`config.mk`:
```
export PLATFORM = sky130hd
export DESIGN_NAME = room_transition_ctrl_flat
export DESIGN_NICKNAME = d
export VERILOG_FILES = /design/src/rtl/room_transition_ctrl_if.sv /design/src/rtl/room_transition_ctrl.sv /design/src/flat_wrapper.sv
export SDC_FILE = /design/constraint.sdc
export NUM_CORES = 1
export LEC_CHECK = 0
export BUFFER_PORTS_ARGS = -buffer_cell sky130_fd_sc_hd__buf_2
export CAP_MARGIN = 20
export CORE_MARGIN = 1
export CORE_UTILIZATION = 52
export CTS_CLUSTER_DIAMETER = 30
export CTS_CLUSTER_SIZE = 16
export DETAILED_ROUTE_END_ITERATION = 8
export PLACE_DENSITY = 0.82
export SYNTH_ARGS = -nofsm -noshare
export SYNTH_HDL_FRONTEND = slang
export SYNTH_SLANG_ARGS = --single-unit
```
`constraint.sdc`:
```
create_clock -name CLOCK_25 -period 1.85 [get_ports CLOCK_25]
set_clock_uncertainty 0.05 [all_clocks]
set_input_delay 0.0925 -clock CLOCK_25 [delete_from_list [all_inputs] [get_ports CLOCK_25]]
set_output_delay 0.0925 -clock CLOCK_25 [all_outputs]
set_load 0.01 [all_outputs]
```
`src/rtl/room_transition_ctrl_if.sv`:
```
// Player / tile-map / VGA-side signal bundle for the room transition controller.
interface room_transition_ctrl_if;
    logic       frame_tick;
    logic       exit_req;
    logic [1:0] exit_dir;
    logic [2:0] map_rd_x;
    logic [2:0] map_rd_y;
    logic [5:0] map_rd_code;
    logic [2:0] mapa_x_pos;
    logic [2:0] mapa_y_pos;
    logic [5:0] tile_code;
    logic       exit_ack;
    logic       exit_nak;
    logic       blank;
    logic       player_hold;
    logic       spawn_valid;
    logic [1:0] spawn_side;
    logic       win;

    // Controller side.
    modport master (
        input  frame_tick, exit_req, exit_dir, map_rd_code,
        output map_rd_x, map_rd_y, mapa_x_pos, mapa_y_pos, tile_code,
               exit_ack, exit_nak, blank, player_hold, spawn_valid, spawn_side, win
    );

    // Player, tile-map ROM and VGA mux side.
    modport slave (
        output frame_tick, exit_req, exit_dir, map_rd_code,
        input  map_rd_x, map_rd_y, mapa_x_pos, mapa_y_pos, tile_code,
               exit_ack, exit_nak, blank, player_hold, spawn_valid, spawn_side, win
    );
endinterface

```
`src/rtl/room_transition_ctrl.sv`:
```
// Room (tile) change sequencer: validates an edge exit against the tile map,
// blanks the screen for a number of frames, then publishes the new room.
module room_transition_ctrl #(
    parameter int unsigned MAP_W       = 8,
    parameter int unsigned MAP_H       = 8,
    parameter int unsigned START_X     = 0,
    parameter int unsigned START_Y     = 0,
    parameter int unsigned GOAL_X      = 7,
    parameter int unsigned GOAL_Y      = 7,
    parameter int unsigned FADE_FRAMES = 4
) (
    input  logic                   CLOCK_25,
    input  logic                   reset,
    room_transition_ctrl_if.master bus
);

    localparam int unsigned COORD_W = 3;
    localparam int unsigned CODE_W  = 6;
    localparam int unsigned MASK_W  = 4;
    localparam int unsigned FADE_W  = (FADE_FRAMES < 1) ? 1 : $clog2(FADE_FRAMES + 1);

    typedef enum logic [2:0] {
        ST_INIT,
        ST_INIT_W,
        ST_IDLE,
        ST_CHECK1,
        ST_CHECK2,
        ST_FADE,
        ST_SPAWN,
        ST_DONE
    } state_t;

    state_t              state;
    logic [COORD_W-1:0]  pos_x, pos_y;
    logic [COORD_W-1:0]  rd_x, rd_y;
    logic [COORD_W-1:0]  tgt_x, tgt_y;
    logic [CODE_W-1:0]   tile_q, tgt_code;
    logic [MASK_W-1:0]   cur_mask, tgt_mask;
    logic [1:0]          dir_q;
    logic [FADE_W-1:0]   fade_cnt;
    logic                ack_q, nak_q, blank_q, hold_q, spawn_q, win_q;
    logic [1:0]          side_q;

    logic [COORD_W-1:0]  step_x_c, step_y_c;
    logic                step_in_map_c;
    logic [MASK_W-1:0]   rd_mask_c;
    logic [1:0]          opp_dir_c;
    logic                at_goal_c;

    // Openings per tile code, bit order {L,D,R,U} so a direction code indexes it directly.
    function automatic logic [MASK_W-1:0] open_mask(input logic [CODE_W-1:0] code);
        case (code)
            6'd0:    open_mask = 4'b0101;
            6'd1:    open_mask = 4'b1010;
            6'd2:    open_mask = 4'b1001;
            6'd3:    open_mask = 4'b0011;
            6'd4:    open_mask = 4'b0110;
            6'd5:    open_mask = 4'b1100;
            6'd6:    open_mask = 4'b1111;
            6'd7:    open_mask = 4'b0100;
            6'd8:    open_mask = 4'b1000;
            6'd9:    open_mask = 4'b0001;
            6'd10:   open_mask = 4'b0010;
            6'd11:   open_mask = 4'b1110;
            6'd12:   open_mask = 4'b1101;
            6'd13:   open_mask = 4'b1011;
            6'd14:   open_mask = 4'b0111;
            default: open_mask = 4'b0000;
        endcase
    endfunction

    // Neighbour of the current tile in the requested direction; range is judged before the coordinate wraps.
    always_comb begin
        step_x_c      = pos_x;
        step_y_c      = pos_y;
        step_in_map_c = 1'b0;
        case (bus.exit_dir)
            2'd0: begin
                step_y_c      = pos_y - COORD_W'(1);
                step_in_map_c = (pos_y != '0);
            end
            2'd1: begin
                step_x_c      = pos_x + COORD_W'(1);
                step_in_map_c = (32'(pos_x) + 32'd1 < MAP_W);
            end
            2'd2: begin
                step_y_c      = pos_y + COORD_W'(1);
                step_in_map_c = (32'(pos_y) + 32'd1 < MAP_H);
            end
            default: begin
                step_x_c      = pos_x - COORD_W'(1);
                step_in_map_c = (pos_x != '0);
            end
        endcase
    end

    // Helpers for the map read result and the pending move.
    always_comb begin
        rd_mask_c = open_mask(bus.map_rd_code);
        opp_dir_c = dir_q ^ 2'd2;
        at_goal_c = (tgt_x == COORD_W'(GOAL_X)) && (tgt_y == COORD_W'(GOAL_Y));
    end

    // Transition sequencer; every output is a register updated here.
    always_ff @(posedge CLOCK_25 or negedge reset) begin
        if (!reset) begin
            state    <= ST_INIT;
            pos_x    <= COORD_W'(START_X);
            pos_y    <= COORD_W'(START_Y);
            rd_x     <= COORD_W'(START_X);
            rd_y     <= COORD_W'(START_Y);
            tgt_x    <= COORD_W'(START_X);
            tgt_y    <= COORD_W'(START_Y);
            tile_q   <= '0;
            tgt_code <= '0;
            cur_mask <= '0;
            tgt_mask <= '0;
            dir_q    <= '0;
            fade_cnt <= '0;
            ack_q    <= 1'b0;
            nak_q    <= 1'b0;
            blank_q  <= 1'b1;
            hold_q   <= 1'b1;
            spawn_q  <= 1'b0;
            side_q   <= '0;
            win_q    <= 1'b0;
        end else begin
            ack_q   <= 1'b0;
            nak_q   <= 1'b0;
            spawn_q <= 1'b0;
            case (state)
                ST_INIT: begin
                    state <= ST_INIT_W;
                end
                ST_INIT_W: begin
                    tile_q   <= bus.map_rd_code;
                    cur_mask <= rd_mask_c;
                    blank_q  <= 1'b0;
                    hold_q   <= 1'b0;
                    state    <= ST_IDLE;
                end
                ST_IDLE: begin
                    if (bus.exit_req) begin
                        if (cur_mask[bus.exit_dir] && step_in_map_c) begin
                            tgt_x  <= step_x_c;
                            tgt_y  <= step_y_c;
                            rd_x   <= step_x_c;
                            rd_y   <= step_y_c;
                            dir_q  <= bus.exit_dir;
                            hold_q <= 1'b1;
                            state  <= ST_CHECK1;
                        end else begin
                            nak_q <= 1'b1;
                        end
                    end
                end
                ST_CHECK1: begin
                    state <= ST_CHECK2;
                end
                ST_CHECK2: begin
                    if (rd_mask_c[opp_dir_c]) begin
                        ack_q    <= 1'b1;
                        blank_q  <= 1'b1;
                        fade_cnt <= '0;
                        tgt_code <= bus.map_rd_code;
                        tgt_mask <= rd_mask_c;
                        state    <= ST_FADE;
                    end else begin
                        nak_q  <= 1'b1;
                        rd_x   <= pos_x;
                        rd_y   <= pos_y;
                        hold_q <= 1'b0;
                        state  <= ST_IDLE;
                    end
                end
                ST_FADE: begin
                    if (fade_cnt == FADE_W'(FADE_FRAMES)) begin
                        pos_x    <= tgt_x;
                        pos_y    <= tgt_y;
                        tile_q   <= tgt_code;
                        cur_mask <= tgt_mask;
                        spawn_q  <= 1'b1;
                        side_q   <= opp_dir_c;
                        blank_q  <= 1'b0;
                        hold_q   <= at_goal_c;
                        win_q    <= at_goal_c;
                        state    <= ST_SPAWN;
                    end else if (bus.frame_tick) begin
                        fade_cnt <= fade_cnt + FADE_W'(1);
                    end
                end
                ST_SPAWN: begin
                    state <= win_q ? ST_DONE : ST_IDLE;
                end
                ST_DONE: begin
                    hold_q <= 1'b1;
                end
                default: begin
                    state <= ST_INIT;
                end
            endcase
        end
    end

    // Registered state onto the bus.
    assign bus.map_rd_x    = rd_x;
    assign bus.map_rd_y    = rd_y;
    assign bus.mapa_x_pos  = pos_x;
    assign bus.mapa_y_pos  = pos_y;
    assign bus.tile_code   = tile_q;
    assign bus.exit_ack    = ack_q;
    assign bus.exit_nak    = nak_q;
    assign bus.blank       = blank_q;
    assign bus.player_hold = hold_q;
    assign bus.spawn_valid = spawn_q;
    assign bus.spawn_side  = side_q;
    assign bus.win         = win_q;

endmodule

```
`src/flat_wrapper.sv`:
```
// flat-port wrapper written by rule: the top's interface ports become plain ports
module room_transition_ctrl_flat 
#(
    parameter int unsigned MAP_W       = 8,
    parameter int unsigned MAP_H       = 8,
    parameter int unsigned START_X     = 0,
    parameter int unsigned START_Y     = 0,
    parameter int unsigned GOAL_X      = 7,
    parameter int unsigned GOAL_Y      = 7,
    parameter int unsigned FADE_FRAMES = 4
)
  (CLOCK_25, reset, bus_frame_tick, bus_exit_req, bus_exit_dir, bus_map_rd_code, bus_map_rd_x, bus_map_rd_y, bus_mapa_x_pos, bus_mapa_y_pos, bus_tile_code, bus_exit_ack, bus_exit_nak, bus_blank, bus_player_hold, bus_spawn_valid, bus_spawn_side, bus_win);
  room_transition_ctrl_if bus_i ();
  input  logic CLOCK_25;
  input  logic reset;
  input wire logic [$bits(bus_i.frame_tick)-1:0] bus_frame_tick;
  input wire logic [$bits(bus_i.exit_req)-1:0] bus_exit_req;
  input wire logic [$bits(bus_i.exit_dir)-1:0] bus_exit_dir;
  input wire logic [$bits(bus_i.map_rd_code)-1:0] bus_map_rd_code;
  output wire logic [$bits(bus_i.map_rd_x)-1:0] bus_map_rd_x;
  output wire logic [$bits(bus_i.map_rd_y)-1:0] bus_map_rd_y;
  output wire logic [$bits(bus_i.mapa_x_pos)-1:0] bus_mapa_x_pos;
  output wire logic [$bits(bus_i.mapa_y_pos)-1:0] bus_mapa_y_pos;
  output wire logic [$bits(bus_i.tile_code)-1:0] bus_tile_code;
  output wire logic [$bits(bus_i.exit_ack)-1:0] bus_exit_ack;
  output wire logic [$bits(bus_i.exit_nak)-1:0] bus_exit_nak;
  output wire logic [$bits(bus_i.blank)-1:0] bus_blank;
  output wire logic [$bits(bus_i.player_hold)-1:0] bus_player_hold;
  output wire logic [$bits(bus_i.spawn_valid)-1:0] bus_spawn_valid;
  output wire logic [$bits(bus_i.spawn_side)-1:0] bus_spawn_side;
  output wire logic [$bits(bus_i.win)-1:0] bus_win;
  assign bus_i.frame_tick = bus_frame_tick;
  assign bus_i.exit_req = bus_exit_req;
  assign bus_i.exit_dir = bus_exit_dir;
  assign bus_i.map_rd_code = bus_map_rd_code;
  assign bus_map_rd_x = bus_i.map_rd_x;
  assign bus_map_rd_y = bus_i.map_rd_y;
  assign bus_mapa_x_pos = bus_i.mapa_x_pos;
  assign bus_mapa_y_pos = bus_i.mapa_y_pos;
  assign bus_tile_code = bus_i.tile_code;
  assign bus_exit_ack = bus_i.exit_ack;
  assign bus_exit_nak = bus_i.exit_nak;
  assign bus_blank = bus_i.blank;
  assign bus_player_hold = bus_i.player_hold;
  assign bus_spawn_valid = bus_i.spawn_valid;
  assign bus_spawn_side = bus_i.spawn_side;
  assign bus_win = bus_i.win;
  room_transition_ctrl #(.MAP_W(MAP_W), .MAP_H(MAP_H), .START_X(START_X), .START_Y(START_Y), .GOAL_X(GOAL_X), .GOAL_Y(GOAL_Y), .FADE_FRAMES(FADE_FRAMES)) u_core (.CLOCK_25(CLOCK_25), .reset(reset), .bus(bus_i));
endmodule
```
==> run_results.csv, run 1 <==
group,metric,value,unit
timing,hold_viol,0,
global_routing,antenna_found_initial,0,
routing,drtAntennaViolNets,0,
place,dpl.hpwl,4.752,mm
routing,first_pass_iters,4,
timing,fmaxAchievable,0.5504,GHz
finish,insertedDiodeCount,0,
clock_network,cts_buffers,5,
worst_setup_path,r2r_setup_slack,30,ps
power,vdd_drop_max,0.0005968,V
run,maxCapViolCount,0,
clock_network,cts.clk_slew.worst_paths,110,ps
routing,drtIter0Drc,113,
global_routing,grt_pass1_vias,2262,
clock_network,cts.sinks,54,
timing,worst_slack,33.16,ps
power,swShare,36.78,%
finish,nFillCells,408,
floorplanning,coreArea,0.005205,sq mm
global_routing,grt_pass1_wl,10.70,mm
global_routing,met1_usage,29.72,%
floorplanning,fp.dieW,76.43,um
power,seq_power_share,45.7,%
finish,final_common_cell,"dfrtp_1",
finish,multi_input_area,0.001471,sq mm
routing,drt_wl_total,6.324,mm
power,p_leak,1.796,nW
routing,vias,2294,
logic_synthesis,ys_ff_latch,54,
worst_setup_path,cpMaxStageDelayCell,"or3_4",
power,internal_power,0.002720,W
logic_synthesis,syn_avg_cell_area,10.47,sq um
worst_setup_path,worstSetupEndpointType,"register",
power,power_frac_comb,38.5,%
power,p_sw,0.001582,W
place,place_ws,-241.8,ps
routing,via_per_inst,5.501,
global_routing,use_met2,39.01,%
logic_synthesis,async_flop_share,100.0,%
timing,slew_headroom,75.95,%
worst_setup_path,cp_cell_sequence,"or3_4, a32oi_2, nand3_2, nand2b_4, nand2_4, mux2_2",
place,place.gp.congestion,0.8170,
timing,rsz0062_at_grt,"yes",
floorplanning,die_area,0.005841,sq mm
finish,ff_latch_area,0.001355,sq mm
logic_synthesis,synth_edf_count,0,
worst_setup_path,critical_path.max_stage_delay,410,ps
floorplanning,dieHeight,76.43,um
logic_synthesis,synthFlopType,"dfrtp_1",
logic_synthesis,synth-warning-count,0,
timing,setup_viol,0,
clock_network,cts_tree,"built",
logic_synthesis,ys_seq_area_share,47.00,%
timing,tns,0,ps
power,clock_power_share,15.8,%
worst_setup_path,crit_type,"reg2reg",
routing,drc,0,
finish,nets,366,
finish,drive_above_1_share,36.89,%
timing,tightestPinTransition,360.7,ps
timing,drv_slew,0,
clock_network,clk_latency,310,ps
timing,fin_crit,1817,ps
clock_network,h-tree-depth,2,
global_routing,grtUsageMet3,3.832,%
clock_network,cts_buffer_depth,2,
logic_synthesis,synth_cell_type_count,54,
finish,fin_cells,417,
finish,layout_common_cells,"51 x dfrtp_1, 39 x nand2_1, 37 x buf_2",
place,portBuffers,37,
worst_setup_path,worst-path-max-fanout,4,
clock_network,cts_root_buf,"clkbuf_8",
finish,syn_to_final_growth,23.68,%
worst_setup_path,cp.arrival,1980,ps
routing,post_drt_wl_per_cell,15.17,um
floorplanning,rows,26,
place,placed_cells,405,
floorplanning,initial_utilization,55.34,%
worst_setup_path,crit_path_start_kind,"register",
logic_synthesis,syn_nets,295,
finish,final_util,68.44,%
worst_setup_path,cp_data_required_time,2010,ps
run_status,status,"finished, final reports clean",
logic_synthesis,synth_cells,275,
power,power,0.004302,W
global_routing,grt.overflow.total,0,
global_routing,busiest_layer,"met2",
global_routing,grt_usage,22.98,%
power,p_per_area,1208,mW/mm^2
worst_hold_path,hp-class,"in2reg",
global_routing,grt_start_max_net_pins,55,
timing,post-route-period-util,98.21,%
logic_synthesis,synth_area,0.002880,sq mm
floorplanning,pin_count,38,
worst max-delay path, delay by kind of cell (launching register included):
| kind | cells | cell delay, ps |
|---|---|---|
| compound gates | 1 | 220 |
| flops | 1 | 400 |
| mux | 1 | 290 |
| simple gates | 4 | 760 |
metal layers:
metal | part of all wire, % | up-vias
li1 | - | 1099
met1 | 43 | 1120
met2 | 51 | 63
met3 | 4.3 | 12
met4 | 1.7 | 0
met5 | 0 | -
flip-flops by register name (all words and copies together) (netlist names), 4 cells and up:
signal,count
u_core.bus.tile_code,6
u_core.cur_mask,4
u_core.tgt_code,6
u_core.tgt_mask,4
kinds of logic after synthesis:
kind of cell,Yosys count,synth area share (%)
AO/OA/AOI/OAI,53,14.25
XOR/XNOR,6,1.825
adder cells (fa/ha/maj),8,3.997
buffers and inverters,22,3.693
flip-flops,54,47.00
multiplexers,33,12.73
AND/OR/NAND/NOR,99,16.51
metrics by stage:
stage	hold slack, ps	area, sq um
final	9.872	3562
after detailed placement	58.36	3390
after floorplan	-253.1	2898
after global placement	56.79	3390
after global routing	15.94	3562
after CTS	18.20	3521
power groups by stage:
stage	clock network [W]	logic [W]	registers [W]
floorplan	0	0.000982	0.00196
detailed placement	0	0.00160	0.00198
finish	0.000681	0.00166	0.00196
global route	0.000733	0.00183	0.00202
CTS	0.000688	0.00163	0.00196
global placement	0	0.00153	0.00195
final timing paths:
kind	start	end	depth (start not counted)
max	u_core.bus.mapa_x_pos[1]$_DFFE_PN0P_	u_core.bus.map_rd_x[1]$_DFFE_PN0P_	6
min	bus_exit_req	u_core.state[0]$_DFFE_PN0P_	3
max reg2reg	u_core.bus.mapa_x_pos[1]$_DFFE_PN0P_	u_core.bus.map_rd_x[1]$_DFFE_PN0P_	6
min reg2reg	u_core.cur_mask[3]$_DFFE_PN0P_	u_core.cur_mask[3]$_DFFE_PN0P_	2
max in group asynchronous	reset	u_core.bus.blank$_DFFE_PN1P_	3
min in group asynchronous	reset	u_core.bus.spawn_valid$_DFF_PN0_	3
cells in the mapped netlist, drive strengths merged (4+ instances only):
cell type	count	area share, %
inv	10	1.3
buf	7	1.7
clkbuf	5	0.65
mux2	20	8.2
o21ai	17	3.0
dfrtp	52	45
o21a	6	1.6
nand3	7	1.2
nor2b	6	1.3
ha	6	2.6
mux2i	13	4.5
nand2b	4	0.87
nand2	41	5.5
a21oi	5	0.87
nor2	19	2.5
cell type report:
cell class,count,area share [%]
timing repair buffer,76,14.37
multi-input combinational,199,41.31
clock inverter,3,0.7025
inverter,10,1.194
sequential,54,38.04
clock buffer,5,1.932
tap,70,2.459
repair_timing:
item	in CTS	in global routing
gates resized for setup	3	6
hold buffers	2	0
buffers inserted	0	2
pin swaps	1	1
hold endpoints to repair	55	0
setup endpoints to repair	6	7
Power figures use the tool's default switching activity.
==> run 2: changes to the inputs <==
Settings changed: SETUP_SLACK_MARGIN from default to 0.5.
==> run 2 against run 1 <==
Compared with the run above:
- the flow now finishes with violations (setup timing)
- sequential cell count did not move
- first-iteration DRC count is 150% higher
- via count increased by 18%
- critical path type unchanged
- critical endpoint is now u_core.bus.map_rd_y[1]$_DFFE_PN0P_
- largest cell class unchanged
==> run_results.csv, run 2 (same netlist as run 1, synthesis figures left out) <==
group,metric,value,unit
run_status,status,"finished with violations",
run_status,violations,"setup timing",
floorplanning,fp.dieW,76.43,um
run,maxCapViolCount,0,
routing,vias,2718,
finish,nets,388,
worst_setup_path,cp-endpoint,"u_core.bus.map_rd_y[1]$_DFFE_PN0P_",
global_routing,grt_pass1_vias,2595,
worst_setup_path,cpMaxStageDelayCell,"or3_4",
timing,post-route-period-util,103.5,%
global_routing,grt_usage,29.03,%
finish,final_common_cell,"dfrtp_1",
place,place_ws,-243.1,ps
worst_hold_path,hold_depth,3,
worst_setup_path,reg2reg_depth,6,
clock_network,cts_buffers,5,
timing,hold_viol,0,
worst_setup_path,cp_data_required_time,2000,ps
worst_setup_path,rr_endpoint,"u_core.bus.map_rd_y[1]$_DFFE_PN0P_",
worst_setup_path,cp-startpoint,"u_core.bus.mapa_x_pos[1]$_DFFE_PN0P_",
timing,fin_hold_ws,78.74,ps
timing,tightestPinTransition,517.9,ps
power,p_per_area,1237,mW/mm^2
clock_network,cts.sinks,54,
worst_setup_path,crit_type,"reg2reg",
clock_network,h-tree-depth,2,
timing,drv_slew,0,
worst_setup_path,cp.arrival,2060,ps
floorplanning,dieHeight,76.43,um
worst_setup_path,worstSetupEndpointType,"register",
finish,syn_to_final_growth,49.52,%
global_routing,grt_pass1_wl,13.25,mm
clock_network,cts_buffer_depth,2,
routing,post_drt_wl_per_cell,21.84,um
worst_setup_path,cp_cell_sequence,"or3_4, a32oi_4, nand3_2, nand2b_4, nand2_4, mux2_2",
finish,insertedDiodeCount,0,
floorplanning,coreArea,0.005205,sq mm
global_routing,antenna_found_initial,0,
worst_setup_path,crit_path_start_kind,"register",
global_routing,grt_start_max_net_pins,35,
routing,drtIter0Drc,280,
floorplanning,pin_count,38,
finish,layout_common_cells,"43 x dfrtp_1, 35 x buf_2, 32 x buf_4",
timing,rsz0062_at_grt,"yes",
worst_hold_path,hp-class,"in2reg",
floorplanning,rows,26,
floorplanning,initial_utilization,55.34,%
routing,drtAntennaViolNets,0,
place,place.gp.congestion,0.8574,
clock_network,cts_root_buf,"clkbuf_8",
routing,via_per_inst,6.191,
routing,drt_wl_total,9.588,mm
worst_setup_path,r2r_setup_slack,-70,ps
place,portBuffers,37,
clock_network,cts_tree,"built",
routing,drc,0,
power,p_leak,1.993,nW
worst_setup_path,critical_path.max_stage_delay,420,ps
global_routing,grt.overflow.total,0,
finish,drive_above_1_share,56.64,%
floorplanning,die_area,0.005841,sq mm
timing,fin_crit,1916,ps
timing,fmaxAchievable,0.5220,GHz
clock_network,cts.clk_slew.worst_paths,110,ps
worst_setup_path,worst-path-max-fanout,4,
timing,worst_slack,-65.64,ps
timing,setup_viol,6,
clock_network,clk_latency,320,ps
place,dpl.hpwl,4.606,mm
timing,slew_headroom,65.47,%
routing,first_pass_iters,5,
power,vdd_drop_max,0.0007913,V
worst_setup_path,worstReg2RegStart,"u_core.bus.mapa_x_pos[1]$_DFFE_PN0P_",
==> run 2: cell types whose count changed in the layout (fill, tap and decap cells not counted), sizes merged <==
cell    before  now
buf         74   95
clkbuf       5    6
==> run 2: report_power, final <==
| part | total (W) | internal (W) | switching (W) |
|---|---|---|---|
| combinational | 0.00257 | 0.00130 | 0.00127 |
| clock | 0.000681 | 0.000274 | 0.000407 |
| sequential | 0.00208 | 0.00163 | 0.000453 |
==> run 2: per-layer routing <==
metal	routed length (um)	vias up	GRT usage, %
met3	624	55	4.311
li1	-	1150	-
met1	3776	1354	36.45
met2	4720	159	49.28
met5	0	-	0
met4	466	0	13.46
==> run 2: layout make-up <==
cell class / instances / area [sq um]
Tap cell: 70 / 87.58
Timing Repair Buffer: 98 / 874.6
Sequential cell: 54 / 1365
Multi-Input combinational cell: 199 / 1831
Fill cell: 249 / 898.4
Inverter: 10 / 55.05
Clock buffer: 5 / 68.82
Clock inverter: 3 / 25.02
==> run 2: timing repair <==
item                                    4_1_cts  5_1_grt
endpoints found under the hold margin        21        0
pin swaps                                    15       21
endpoints found under the setup margin       54       53
gates resized for setup                      77       56
hold buffers                                  2        0
buffers inserted                             18        8
gates cloned                                  4        0
==> run 2: metrics by stage <==
| stage | instance area, sq um | TNS, ps | power [W] | cells | util, % |
|---|---|---|---|---|---|
| 6_report | 4307 | -183.8 | 0.005325 | 439 | 82.74 |
| 5_1_grt | 4307 | -546.0 | 0.005539 | 439 | 82.74 |
| 4_1_cts | 3976 | 0 | 0.004749 | 431 | 76.39 |
| 3_5_place_dp | 3395 | -3277 | 0.003580 | 399 | 65.22 |
| 3_3_place_gp | 3395 | -2512 | 0.003502 | 399 | 65.22 |
| 2_1_floorplan | 2965 | 0 | 0.003015 | 275 | - |
==> run 2: critical path, delay by kind of cell (launching register included) <==
kind / cells / cell delay, ps
muxes: 1 / 300
AOI/OAI and AO/OA: 1 / 250
and+or+nand+nor: 4 / 780
DFF: 1 / 410
==> run 2: how the worst min path moves through the flow <==
stage                                                      to               start
after floorplan                 u_core.bus.exit_ack$_DFF_PN0_               reset
after global placement       u_core.bus.spawn_valid$_DFF_PN0_               reset
after detailed placement     u_core.bus.spawn_valid$_DFF_PN0_               reset
after CTS                         u_core.state[0]$_DFFE_PN0P_        bus_exit_req
after global routing              u_core.state[0]$_DFFE_PN0P_        bus_exit_req
final                     u_core.bus.tile_code[4]$_DFFE_PN0P_  bus_map_rd_code[4]
